### config.mk
export PLATFORM = sky130hd
export DESIGN_NAME = rom_arbiter
export DESIGN_NICKNAME = d
export VERILOG_FILES = /design/src/rtl/rom_arbiter.sv
export SDC_FILE = /design/constraint.sdc
export NUM_CORES = 1
export LEC_CHECK = 0
export ABC_CLOCK_PERIOD_IN_PS = 5900
export CELL_PAD_IN_SITES_DETAIL_PLACEMENT = 0
export CELL_PAD_IN_SITES_GLOBAL_PLACEMENT = 2
export CORE_ASPECT_RATIO = 0.8
export CORE_UTILIZATION = 17
export CTS_BUF_LIST = sky130_fd_sc_hd__clkbuf_8
export CTS_CLUSTER_DIAMETER = 60
export DETAILED_ROUTE_END_ITERATION = 7
export GPL_TIMING_DRIVEN = 0
export HOLD_SLACK_MARGIN = 0.1
export MAX_ROUTING_LAYER = met4
export PLACE_DENSITY = 0.92
export SETUP_SLACK_MARGIN = 0.5
export SLEW_MARGIN = 0
export SYNTH_ARGS = -nofsm -noshare
export SYNTH_HDL_FRONTEND = slang
export SYNTH_SLANG_ARGS = --single-unit
### constraint.sdc
create_clock -name HCLK -period 5.9 [get_ports HCLK]
set_input_delay 1.475 -clock HCLK [delete_from_list [all_inputs] [get_ports HCLK]]
set_output_delay 1.475 -clock HCLK [all_outputs]
set_load 0.01 [all_outputs]
### src/rtl/rom_arbiter.sv
// Shares the single-port instruction ROM between the fetch and data ports.
// Per-cycle arbitration, window check and one-cycle-late response routing.
module rom_arbiter #(
  parameter logic [31:0] ROM_BASE        = 32'h0000_0000,
  parameter int unsigned ROM_WORDS       = 8192,
  parameter int unsigned MAX_DATA_STREAK = 4
) (
  input  logic        HCLK,
  input  logic        HRESETn,
  input  logic        instr_req_i,
  input  logic [31:0] instr_addr_i,
  output logic        instr_gnt_o,
  output logic        instr_rvalid_o,
  output logic [31:0] instr_rdata_o,
  output logic        instr_err_o,
  input  logic        data_req_i,
  input  logic [31:0] data_addr_i,
  output logic        data_gnt_o,
  output logic        data_rvalid_o,
  output logic [31:0] data_rdata_o,
  output logic        data_err_o,
  output logic [31:0] rom_addr_o,
  output logic        rom_cs_o,
  input  logic [31:0] rom_rdata_i
);

  typedef enum logic [1:0] {
    OWN_NONE,
    OWN_INSTR,
    OWN_DATA
  } owner_e;

  localparam logic [32:0] WIN_BYTES  = 33'(ROM_WORDS) << 2;
  localparam logic [3:0]  STREAK_MAX = 4'(MAX_DATA_STREAK);

  logic [3:0]  streak_q;
  owner_e      owner_q;
  logic        err_q;
  logic [31:0] addr_q;

  logic [31:0] i_off;
  logic [31:0] d_off;
  logic [31:0] sel_off;
  logic        i_in;
  logic        d_in;
  logic        sel_in;
  logic        win_i;
  logic        win_d;
  logic        any_gnt;

  // Offsets wrap modulo 2^32, so addresses below the base land far out.
  always_comb begin
    i_off   = instr_addr_i - ROM_BASE;
    d_off   = data_addr_i - ROM_BASE;
    i_in    = {1'b0, i_off} < WIN_BYTES;
    d_in    = {1'b0, d_off} < WIN_BYTES;
    win_d   = HRESETn && data_req_i &&
              (!instr_req_i || streak_q != STREAK_MAX);
    win_i   = HRESETn && instr_req_i && !win_d;
    any_gnt = win_i || win_d;
    sel_off = win_d ? d_off : i_off;
    sel_in  = win_d ? d_in : i_in;
  end

  assign instr_gnt_o = win_i;
  assign data_gnt_o  = win_d;
  assign rom_cs_o    = any_gnt && sel_in;
  assign rom_addr_o  = rom_cs_o ? {sel_off[31:2], 2'b00} : addr_q;

  always_ff @(posedge HCLK or negedge HRESETn) begin
    if (!HRESETn) begin
      streak_q <= 4'd0;
      owner_q  <= OWN_NONE;
      err_q    <= 1'b0;
      addr_q   <= 32'h0;
    end else begin
      if (rom_cs_o)
        addr_q <= {sel_off[31:2], 2'b00};
      // Data can only win against a waiting fetch below the limit.
      if (win_d && instr_req_i)
        streak_q <= streak_q + 4'd1;
      else
        streak_q <= 4'd0;
      unique case (1'b1)
        win_d:   owner_q <= OWN_DATA;
        win_i:   owner_q <= OWN_INSTR;
        default: owner_q <= OWN_NONE;
      endcase
      err_q <= any_gnt && !sel_in;
    end
  end

  always_comb begin
    instr_rvalid_o = owner_q == OWN_INSTR;
    data_rvalid_o  = owner_q == OWN_DATA;
    instr_err_o    = instr_rvalid_o && err_q;
    data_err_o     = data_rvalid_o && err_q;
    instr_rdata_o  = (instr_rvalid_o && !err_q) ? rom_rdata_i : 32'h0;
    data_rdata_o   = (data_rvalid_o && !err_q) ? rom_rdata_i : 32'h0;
  end

endmodule
# Word-level counts from Yosys, hierarchy flattened
# Cells that the tools add are included.
# Widths: inputs -> output; s select.
# totals
in_bits	100
output_inout_bits	103
reg_bits	39
# op_classes
addsub	1
order_cmp	2
n_eq_ne	3
n_reduce_logical	17
mux	7
# op_table
op	count
$mux 32	4
$lt 32x16->1 const B	2
$logic_and 1x1->1	11
$add 4x1->4 const B	1
$logic_not 1->1	4
$mux 4	1
$ne 4x3->1 const B	1
$pmux 2 s2	1
$eq 2x1->1 const B	1
$eq 2x2->1 const B	1
$logic_or 1x1->1	2
$mux 1	1

# Logic depth before layout (Yosys ltp)
# logic_depth
ltp_word	8
depth_mapped	9
ltp_nobuf	8

# Worst setup path after synthesis
# Ideal clock, no wire load.
# synth_path
kind	input to output
startpoint	in instr_addr_i[21]
endpoint	out rom_addr_o[10]
slack_ns	1.617
stages	6
arrival_ns	2.808
cell_sequence	or3_4 > a211o_1 > o22ai_2 > buf_6 > nor2_1 > nor3_2
# synth_via
elab_chain_cells	4
# synth_rtl
item	line	rtl
start, declared	11	input logic [31:0] instr_addr_i,
$lt 32x16->1	55	i_in = {1'b0, i_off} < WIN_BYTES;
$mux 1	62	sel_in = win_d ? d_in : i_in;
$logic_and 1x1->1	67	assign rom_cs_o = any_gnt && sel_in;
via rom_cs_o	23	output logic rom_cs_o,
$mux 32	n/a	
end, declared	22	output logic [31:0] rom_addr_o,
# The timed path passes the listed nets, and every way through them passes these cells.

# Worst setup path after layout
# layout_path
startpoint	in instr_addr_i[21]
endpoint	out rom_addr_o[12]
# layout_via
elab_chain_cells	4
# layout_rtl
item	line
$lt 32x16->1	55
$mux 1	62
$logic_and 1x1->1	67
$mux 32	n/a
# Every way passes these cells.

==> impl_metrics.csv <==
group,metric,value,unit
yosys,yosys_warnings,0,
timing,tightestPinTransition,0.3877,ns
critical_path,path_max_fanout,10,
yosys,seq_area_frac_synth,0.4470,
final_layout,multi_input_area,1199,um^2
die,die_area,13300,um^2
placed_design,port_buffers,198,
die,initial_core_util,0.1769,
routing,drc,0,
yosys,synth_area_leaders,"dfrtp_1, and2_1, nor2_1",
yosys,synthFlopType,"dfrtp_1",
yosys,avgSynthCellArea,9.411,um^2
timing,min_period,5.298,ns
yosys,synth_top_area_frac,0.4470,
global_route,grt_use_total,0.1167,
routing,vias,2309,
routing,final_antenna_net_count,0,
final_layout,drive_gt1_frac,0.09070,
yosys,synthesis.area,2183,um^2
placed_design,dp_hpwl,6543,um
yosys,async_flop_share,1.000,
yosys,synth.mux.area_fraction,0,
timing,clock.fmax,188.7,MHz
timing,setup_ws,0.6016,ns
yosys,synth-seq-cells,39,
routing,drt-total-wl,7937,um
critical_path,critPathLaunchType,"input pin",
clock_network,worstSkewPairLatency,0.29,ns
power,p_leak,2.007,nW
routing,firstDrtPassIters,4,
clock_network,cts_tree,"built",
routing,drt_iter0_markers,46,
critical_path,cp.arrival,3.82,ns
clock_network,cts_buffer_depth,2,
timing,hold_violations,0,
final_layout,diodes,0,
yosys,synthCells,232,
clock_network,cts-buffers-inserted,5,
global_route,overflow,0,
power,p_int,0.4405,mW
die,die_y,103.4,um
power,p_sw_frac,0.2426,
hold_path,worstHoldPathType,"reg -> reg",
global_route,antenna_found_initial,0,
yosys,synthTopCellsByCount,"and2_1, dfrtp_1, nor2_1",
clock_network,clockRootBuffer,"clkbuf_8",
timing,rsz0062_at_grt,"true",
global_route,grt_max_degree,30,
clock_network,clkSinkCount,39,
status,status,"completed",
timing,finalClockSkew,0.008528,ns
critical_path,cp_data_required_time,4.43,ns
die,boundaryPins,203,
yosys,synth.distinct_cells,31,
clock_network,hold_buffers,0,
power,power_frac_comb,0.235,
placed_design,post-place-ws,0.5078,ns
yosys,synth.most_common_cell,"and2_1",
die,core,12340,um^2
final_layout,seqCellArea,975.9,um^2
yosys,synth_simple_gate_area_frac,0.4802,
placed_design,gp_congestion,0.7554,
clock_network,clk_pin_slew,0.08,ns
timing,slew_headroom,0.7415,
timing,period_share,0.8980,
die,num_rows,36,
final_layout,n_fill_cell,1254,
yosys,synth_compound_area_frac,0.02235,
routing,via_per_inst,3.773,
timing,hold_slack,0.4809,ns
final_layout,syn_to_final_growth,110.1,%
power,p_sw,0.1411,mW
global_route,grt_pass1_vias,2286,
yosys,synth_top_family_by_area,"simple AND/OR/NAND/NOR gates",
final_layout,layout.nets,543,
yosys,synth_area_leader_cell,"dfrtp_1",
timing,setup_violations,0,
power,power_density,126.8,nW/um^2
yosys,synth_edf_count,0,
routing,wl_per_cell,12.97,um
timing,finalMaxSlewViolations,0,
power,irDropWorstVdd,0.00009727,V
yosys,synthesis.nets,334,
global_route,grt_pass1_wl,11700,um
power,pwr-share-clk,0.301,
critical_path,cp-end-kind,"primary output",
yosys,synth-adder-area-share,0.01146,
critical_path,path_class,"in -> out",
yosys,synthXorXnorAreaFrac,0.008023,
power,fin_total_pwr,0.5816,mW
flow_run,drv_cap,0,
die,die_x,128.7,um
clock_network,h-tree-depth,2,
power,seqPwrFrac,0.464,
## layer usage
layer,global-route usage,part of all wire,up-vias
met3,0.03549,0.091,7
met1,0.1252,0.39,1054
li1,-,-,1157
met4,0.02353,0.0067,0
met2,0.2141,0.51,91
met5,-,0,-
## power by group through the flow
stage | registers, mW | logic, mW | clock network, mW
after global placement | 0.275 | 0.132 | 0
after detailed placement | 0.275 | 0.134 | 0
after floorplan | 0.275 | 0.0287 | 0
after CTS | 0.270 | 0.135 | 0.185
after global routing | 0.270 | 0.147 | 0.195
final | 0.270 | 0.136 | 0.175
## cells in the final DEF, fill, tap and decap left out, types with 4 or more instances in the layout
master	n
and2_1	86
and2b_1	9
buf_4	4
clkbuf_1	6
clkbuf_8	5
clkdlybuf4s50_1	189
dfrtp_1	39
dlymetal6s2s_1	8
inv_1	4
nor2_1	30
nor2b_1	9
nor3_1	5
nor3_2	9
nor4_2	4
## worst max-delay path, cell delays in order
cell	delay [ns]
clkdlybuf4s50_1	0.40
or3_4	0.41
a211o_1	0.32
o22ai_4	0.22
buf_8	0.19
nor2_2	0.05
nor3_2	0.19
clkdlybuf4s50_1	0.57
## flip-flops by register name, indices dropped and copies added, names as in the netlist
| name | cells |
|---|---|
| addr_q | 32 |
| streak_q | 4 |
| owner_q | 2 |
| err_q | 1 |
## cell type report
type | count | share of cell area
Clock buffer | 5 | 0.01500
Tap cell | 171 | 0.04664
Sequential cell | 39 | 0.2128
Multi-Input combinational cell | 178 | 0.2613
Buffer | 10 | 0.01200
Inverter | 5 | 0.004092
Timing Repair Buffer | 202 | 0.4452
Clock inverter | 2 | 0.003001
## kinds of logic after synthesis
group                    Yosys count
AND/OR/NAND/NOR                  168
flip-flops                        39
buffers and inverters             15
AO/OA/AOI/OAI                      6
XOR/XNOR                           2
adder cells (fa/ha/maj)            2
## worst paths after layout
check | startpoint | to | slack (ns) | cells after the start
worst max-delay path | instr_addr_i[21] | rom_addr_o[12] | 0.60 | 8
worst min-delay path | addr_q[24] | addr_q[24] | 0.48 | 1
worst max register to register | streak_q[0] | addr_q[10] | 3.85 | 10
worst min register to register | addr_q[24] | addr_q[24] | 0.48 | 1
max in group asynchronous | HRESETn | streak_q[2] | 4.46 | 2
min in group asynchronous | HRESETn | addr_q[11] | 1.03 | 1
## through the flow
stage / util / area (um^2) / setup TNS [ns] / cells
5_1_grt: 0.3717 / 4587 / 0 / 612
6_report: 0.3717 / 4587 / 0 / 612
2_1_floorplan: - / 2183 / 0 / 232
4_1_cts: 0.3629 / 4479 / 0 / 609
3_5_place_dp: 0.3560 / 4394 / 0 / 602
3_3_place_gp: 0.3548 / 4379 / -27.05 / 601
## repair_timing
action / CTS / global route
cloned: 0 / 0
hold endpoints to repair: 0 / 0
pin swaps: 1 / 4
endpoints found under the setup margin: 10 / 23
gates resized for setup: 1 / 18
buffers inserted: 0 / 3
(Power assumes the default switching activity.)
